## config.mk

```make
export PLATFORM = sky130hd
export DESIGN_NAME = wb_timeout_reg
export DESIGN_NICKNAME = d
export VERILOG_FILES = /design/src/rtl/wb_timeout_reg.sv
export SDC_FILE = /design/constraint.sdc
export NUM_CORES = 1
export LEC_CHECK = 0
export CAP_MARGIN = 20
export CORE_ASPECT_RATIO = 2
export CORE_MARGIN = 2
export CORE_UTILIZATION = 25
export CTS_BUF_LIST = sky130_fd_sc_hd__clkbuf_4 sky130_fd_sc_hd__clkbuf_8
export DETAILED_ROUTE_END_ITERATION = 8
export PLACE_DENSITY_LB_ADDON = 0.25
export SYNTH_ARGS = -nofsm -noshare
export SYNTH_HDL_FRONTEND = slang
export SYNTH_SLANG_ARGS = --single-unit
```

## constraint.sdc

```tcl
create_clock -name clk -period 6.4 [get_ports clk]
set_input_delay 1.28 -clock clk [delete_from_list [all_inputs] [get_ports clk]]
set_output_delay 1.28 -clock clk [all_outputs]
set_load 0.01 [all_outputs]
```

## src/rtl/wb_timeout_reg.sv

```systemverilog
// wb_timeout_reg: registered single-outstanding Wishbone pipeline stage with
// a bus watchdog. The master request is registered toward the slave. The
// slave response is registered back to the master as a one-cycle flag. An
// access the slave leaves unanswered for TIMEOUT cycles is ended with an error.
// Optional feature macro: WB_TIMEOUT_CNT_EN adds timeout_count_o. This output
// is a saturating count of errors raised by the watchdog.
module wb_timeout_reg #(
    parameter int DATA_WIDTH   = 32,
    parameter int ADDR_WIDTH   = 32,
    parameter int SELECT_WIDTH = DATA_WIDTH / 8,
    parameter int TIMEOUT      = 256,
    parameter int CNT_WIDTH    = 9
) (
    input  logic                    clk,
    input  logic                    rst,
    input  logic [ADDR_WIDTH-1:0]   wbm_adr_i,
    input  logic [DATA_WIDTH-1:0]   wbm_dat_i,
    output logic [DATA_WIDTH-1:0]   wbm_dat_o,
    input  logic                    wbm_we_i,
    input  logic [SELECT_WIDTH-1:0] wbm_sel_i,
    input  logic                    wbm_stb_i,
    output logic                    wbm_ack_o,
    output logic                    wbm_err_o,
    output logic                    wbm_rty_o,
    input  logic                    wbm_cyc_i,
    output logic [ADDR_WIDTH-1:0]   wbs_adr_o,
    input  logic [DATA_WIDTH-1:0]   wbs_dat_i,
    output logic [DATA_WIDTH-1:0]   wbs_dat_o,
    output logic                    wbs_we_o,
    output logic [SELECT_WIDTH-1:0] wbs_sel_o,
    output logic                    wbs_stb_o,
    input  logic                    wbs_ack_i,
    input  logic                    wbs_err_i,
    input  logic                    wbs_rty_i,
    output logic                    wbs_cyc_o
`ifdef WB_TIMEOUT_CNT_EN
    ,
    output logic [15:0]             timeout_count_o
`endif
);

    typedef enum logic [1:0] {
        ST_IDLE = 2'd0,
        ST_BUSY = 2'd1,
        ST_RESP = 2'd2
    } state_t;

    // Last counter value before the watchdog fires. The counter is only
    // compared against this value, so the counter never needs to wrap.
    localparam logic [CNT_WIDTH-1:0] CNT_LAST = CNT_WIDTH'(TIMEOUT - 1);

    state_t                  state_reg, state_next;
    logic [CNT_WIDTH-1:0]    cnt_reg, cnt_next;
    logic [ADDR_WIDTH-1:0]   adr_reg, adr_next;
    logic [DATA_WIDTH-1:0]   wdat_reg, wdat_next;
    logic [DATA_WIDTH-1:0]   rdat_reg, rdat_next;
    logic                    we_reg, we_next;
    logic [SELECT_WIDTH-1:0] sel_reg, sel_next;
    logic                    stb_reg, stb_next;
    logic                    ack_reg, ack_next;
    logic                    err_reg, err_next;
    logic                    rty_reg, rty_next;
    logic                    slave_resp;
    logic                    wdog_fire;

    assign slave_resp = wbs_ack_i | wbs_err_i | wbs_rty_i;
    assign wdog_fire  = (TIMEOUT != 0) && (cnt_reg == CNT_LAST);

    // State and every output register; a reset drops an access in flight at once
    always_ff @(posedge clk or posedge rst) begin
        if (rst) begin
            state_reg <= ST_IDLE;
            cnt_reg   <= '0;
            adr_reg   <= '0;
            wdat_reg  <= '0;
            rdat_reg  <= '0;
            we_reg    <= 1'b0;
            sel_reg   <= '0;
            stb_reg   <= 1'b0;
            ack_reg   <= 1'b0;
            err_reg   <= 1'b0;
            rty_reg   <= 1'b0;
        end else begin
            state_reg <= state_next;
            cnt_reg   <= cnt_next;
            adr_reg   <= adr_next;
            wdat_reg  <= wdat_next;
            rdat_reg  <= rdat_next;
            we_reg    <= we_next;
            sel_reg   <= sel_next;
            stb_reg   <= stb_next;
            ack_reg   <= ack_next;
            err_reg   <= err_next;
            rty_reg   <= rty_next;
        end
    end

    // Next-state logic; response flags default low so each lasts one cycle
    always_comb begin
        state_next = state_reg;
        cnt_next   = cnt_reg;
        adr_next   = adr_reg;
        wdat_next  = wdat_reg;
        rdat_next  = rdat_reg;
        we_next    = we_reg;
        sel_next   = sel_reg;
        stb_next   = stb_reg;
        ack_next   = 1'b0;
        err_next   = 1'b0;
        rty_next   = 1'b0;
        case (state_reg)
            ST_IDLE: begin
                if (wbm_cyc_i && wbm_stb_i) begin
                    adr_next   = wbm_adr_i;
                    wdat_next  = wbm_dat_i;
                    we_next    = wbm_we_i;
                    sel_next   = wbm_sel_i;
                    stb_next   = 1'b1;
                    cnt_next   = '0;
                    state_next = ST_BUSY;
                end
            end
            ST_BUSY: begin
                if (!wbm_cyc_i) begin
                    // The master gave up: release the slave quietly
                    stb_next   = 1'b0;
                    state_next = ST_IDLE;
                end else if (slave_resp) begin
                    // A slave answer in the watchdog's final cycle still wins
                    rdat_next  = wbs_dat_i;
                    stb_next   = 1'b0;
                    ack_next   = wbs_ack_i;
                    err_next   = !wbs_ack_i && wbs_err_i;
                    rty_next   = !wbs_ack_i && !wbs_err_i && wbs_rty_i;
                    state_next = ST_RESP;
                end else if (wdog_fire) begin
                    stb_next   = 1'b0;
                    err_next   = 1'b1;
                    state_next = ST_RESP;
                end else begin
                    cnt_next = cnt_reg + CNT_WIDTH'(1);
                end
            end
            ST_RESP: begin
                // A strobe held through the response is not sampled here,
                // so one request can never start two accesses
                state_next = ST_IDLE;
            end
            default: begin
                stb_next   = 1'b0;
                state_next = ST_IDLE;
            end
        endcase
    end

`ifdef WB_TIMEOUT_CNT_EN
    logic [15:0] tcount_reg;
    logic        tcount_inc;

    // The watchdog fires only if the master still holds cyc and no slave answer came
    assign tcount_inc = (state_reg == ST_BUSY) && wbm_cyc_i && !slave_resp && wdog_fire;

    // Saturating count of accesses ended by the watchdog
    always_ff @(posedge clk or posedge rst) begin
        if (rst) begin
            tcount_reg <= 16'd0;
        end else if (tcount_inc && (tcount_reg != 16'hFFFF)) begin
            tcount_reg <= tcount_reg + 16'd1;
        end
    end

    assign timeout_count_o = tcount_reg;
`endif

    assign wbm_dat_o = rdat_reg;
    assign wbm_ack_o = ack_reg;
    assign wbm_err_o = err_reg;
    assign wbm_rty_o = rty_reg;
    assign wbs_adr_o = adr_reg;
    assign wbs_dat_o = wdat_reg;
    assign wbs_we_o  = we_reg;
    assign wbs_sel_o = sel_reg;
    assign wbs_stb_o = stb_reg;
    assign wbs_cyc_o = stb_reg;

endmodule

```

==> results.ini <==
[clock_network]
cts_root_buffer = clkbuf_8
cts_buffer_depth = 2
cts_hold_buf = 0
clk_latency_ps = 430
htreeDepth = 4
cts_inserted_buffers = 17
clk_pin_slew_ps = 70
numClockSinks = 116
cts_tree = yes
ctsResizeCount = 0
postCtsSetupBuffers = 0

[yosys]
async_flop_share_pct = 100
synth_flop_cell = dfrtp_1
seq_area_frac_synth_pct = 63.0
synth_top_cell_by_area = dfrtp_1
netlist_area_um2 = 4610
synth_most_common_cell = dfrtp_1
synthTopCellsByCount = 116 x dfrtp_1, 101 x mux2_1, 11 x nand2_1
yosys.area.top_type_share_pct = 63.0
synth_edf_count = 0
synth_nets = 401
syn-mean-instance-area_um2 = 15.8
synth.area.top_cells = dfrtp_1 63%, mux2_1 25%, buf_6 2.4%
ys_ff_latch = 116
syn_inst = 291
synth_cell_types = 38
ys_warn_count = 0

[setup_path]
cp_top_family = buffers and inverters
crit_type = in -> reg
arrival_ps = 3610
crit_buf_inv = 2
critPathCaptureType = flop
crit_path_start_kind = input port
slowest_stage = and4bb_4
required_ps = 6710
path_max_fanout = 37
critPathMaxStageDelay_ps = 700
crit_chain = clkdlybuf4s50_1 -> and4bb_4 -> buf_4 -> mux2_1

[sta]
fin_setup_tns_ps = 0
finalHoldViolCount = 0
slew_headroom_pct = 37.1
finalCritPeriodShare_pct = 51.5
final_max_slew_viol_count = 0
fmax_mhz = 304
whs_ps = 483
tightest_slew_ps = 942
finalClockSkew_ps = 6.36
setup_viol = 0
rsz0062_at_grt = false
period_needed_ps = 3290

[pwr]
ir_drop_uv = 120
swShare_pct = 25.2
powerDensity_nw_per_um2 = 329
p_switching_w = 0.000612
p_clk_share_pct = 34.0
p_leak_nw = 3.03
combinationalPowerShare_pct = 26.4
seq_power_share_pct = 39.7
p_int_w = 0.00182

[finish]
nets = 622
layout-drive-gt1-share_pct = 8.57
area_growth_pct = 60.4

[detailed_routing]
via_per_inst = 4.32
dr_total_vias = 3205
drtIter0Drc = 57
wl_per_cell_um = 17.2
postRouteAntennaNets = 0
postRouteWirelength_um = 12800
drt_first_pass_iters = 4
route.detailed.drc = 0

[grt]
grt_pass1_wl_um = 19700
antenna_found_initial = 1
overflow = 0
grtUsageTotal_pct = 13.6
grt_max_degree = 64
first_global_vias = 3494

[placed_design]
portBuffers = 213
gp_congestion = 0.750
hpwlAfterDp_um = 9710

[floorplanning]
initial_utilization_pct = 25.4
chipWidth_um = 100
die-area_um2 = 19600
num_io_pins = 214
die_y_um = 196
design.core.area_um2 = 18100
rows = 70

[run]
drv_cap = 0

[hold_path]
min_path_type = reg -> reg

[outcome]
run_status = completed

-- metal layers --
| layer | vias up | track usage [%] | share of wire, % |
|---|---|---|---|
| met3 | 22 | 3.31 | 4.4 |
| met1 | 1601 | 12.5 | 32 |
| met5 | - | 0 | 0 |
| met2 | 113 | 26.3 | 60 |
| li1 | 1469 | - | - |
| met4 | 0 | 7.76 | 3.5 |
-- power by group through the flow --
stage / combinational [W] / clock (W) / sequential (W)
after global placement: 0.000645 / 0 / 0.000972
after floorplan: 0.000151 / 0 / 0.00105
after global routing: 0.000679 / 0.000893 / 0.000986
final: 0.000640 / 0.000825 / 0.000963
after CTS: 0.000655 / 0.000863 / 0.000965
after detailed placement: 0.000653 / 0 / 0.000979
-- final timing paths --
check	slack, ps	startpoint	endpoint	depth (start not counted)
setup / recovery	3110	wbm_cyc_i	wbs_adr_o[19]	4
max in group asynchronous	3770	rst	wbs_dat_o[16]	3
setup reg to reg	3990	state_reg[0]	wbm_dat_o[1]	4
hold / removal	480	wbm_dat_o[12]	wbm_dat_o[12]	1
hold reg to reg	480	wbm_dat_o[12]	wbm_dat_o[12]	1
min in group asynchronous	1310	rst	wbm_dat_o[25]	2
-- per-stage QoR --
step | power [W] | utilization (%) | cells | setup slack [ps] | cell area, um^2
after global placement | 0.00162 | 38.0 | 709 | 2640 | 6890
after CTS | 0.00248 | 40.7 | 741 | 3070 | 7390
after global routing | 0.00256 | 40.8 | 742 | 3000 | 7390
after floorplan | 0.00120 | - | 291 | 2050 | 4610
final | 0.00243 | 40.8 | 742 | 3110 | 7390
after detailed placement | 0.00163 | 38.0 | 709 | 2560 | 6890
-- placed cells by master, fill, tap and decap left out, types with 2 or more instances in the layout --
master	instances
a21oi_1	2
buf_4	2
bufinv_16	5
clkbuf_8	23
clkdlybuf4s50_1	213
clkinv_2	2
dfrtp_1	116
ha_1	2
inv_1	2
mux2_1	101
nand2_1	11
nand2b_1	3
nand3_1	4
nor2_1	2
nor2b_1	2
nor3_1	2
o21ai_1	6
-- layout make-up --
cell class              instances  area, um^2
diodes                          1        2.50
clock inverters                 8         168
inverters                       4        17.5
fillers                      1722       10700
flip-flops and latches        116        2900
well taps                     216         270
clock buffers                  24         324
multi-input cells             158        1560
repair buffers                215        2150
-- cell families (layout without fill, tap and decap cells) --
| family | after synthesis | count (layout) | share of synthesized area, % |
|---|---|---|---|
| xor+xnor | 1 | 1 | 0.190 |
| compound gates | 17 | 17 | 2.85 |
| simple gates | 37 | 37 | 5.43 |
| buf+inv | 17 | 251 | 3.26 |
| flops | 116 | 116 | 63.0 |
| other cells | 0 | 1 | 0 |
| mux | 101 | 101 | 24.7 |
| fa+ha+maj | 2 | 2 | 0.543 |
Note: power is estimated with default switching activity, not from simulation.
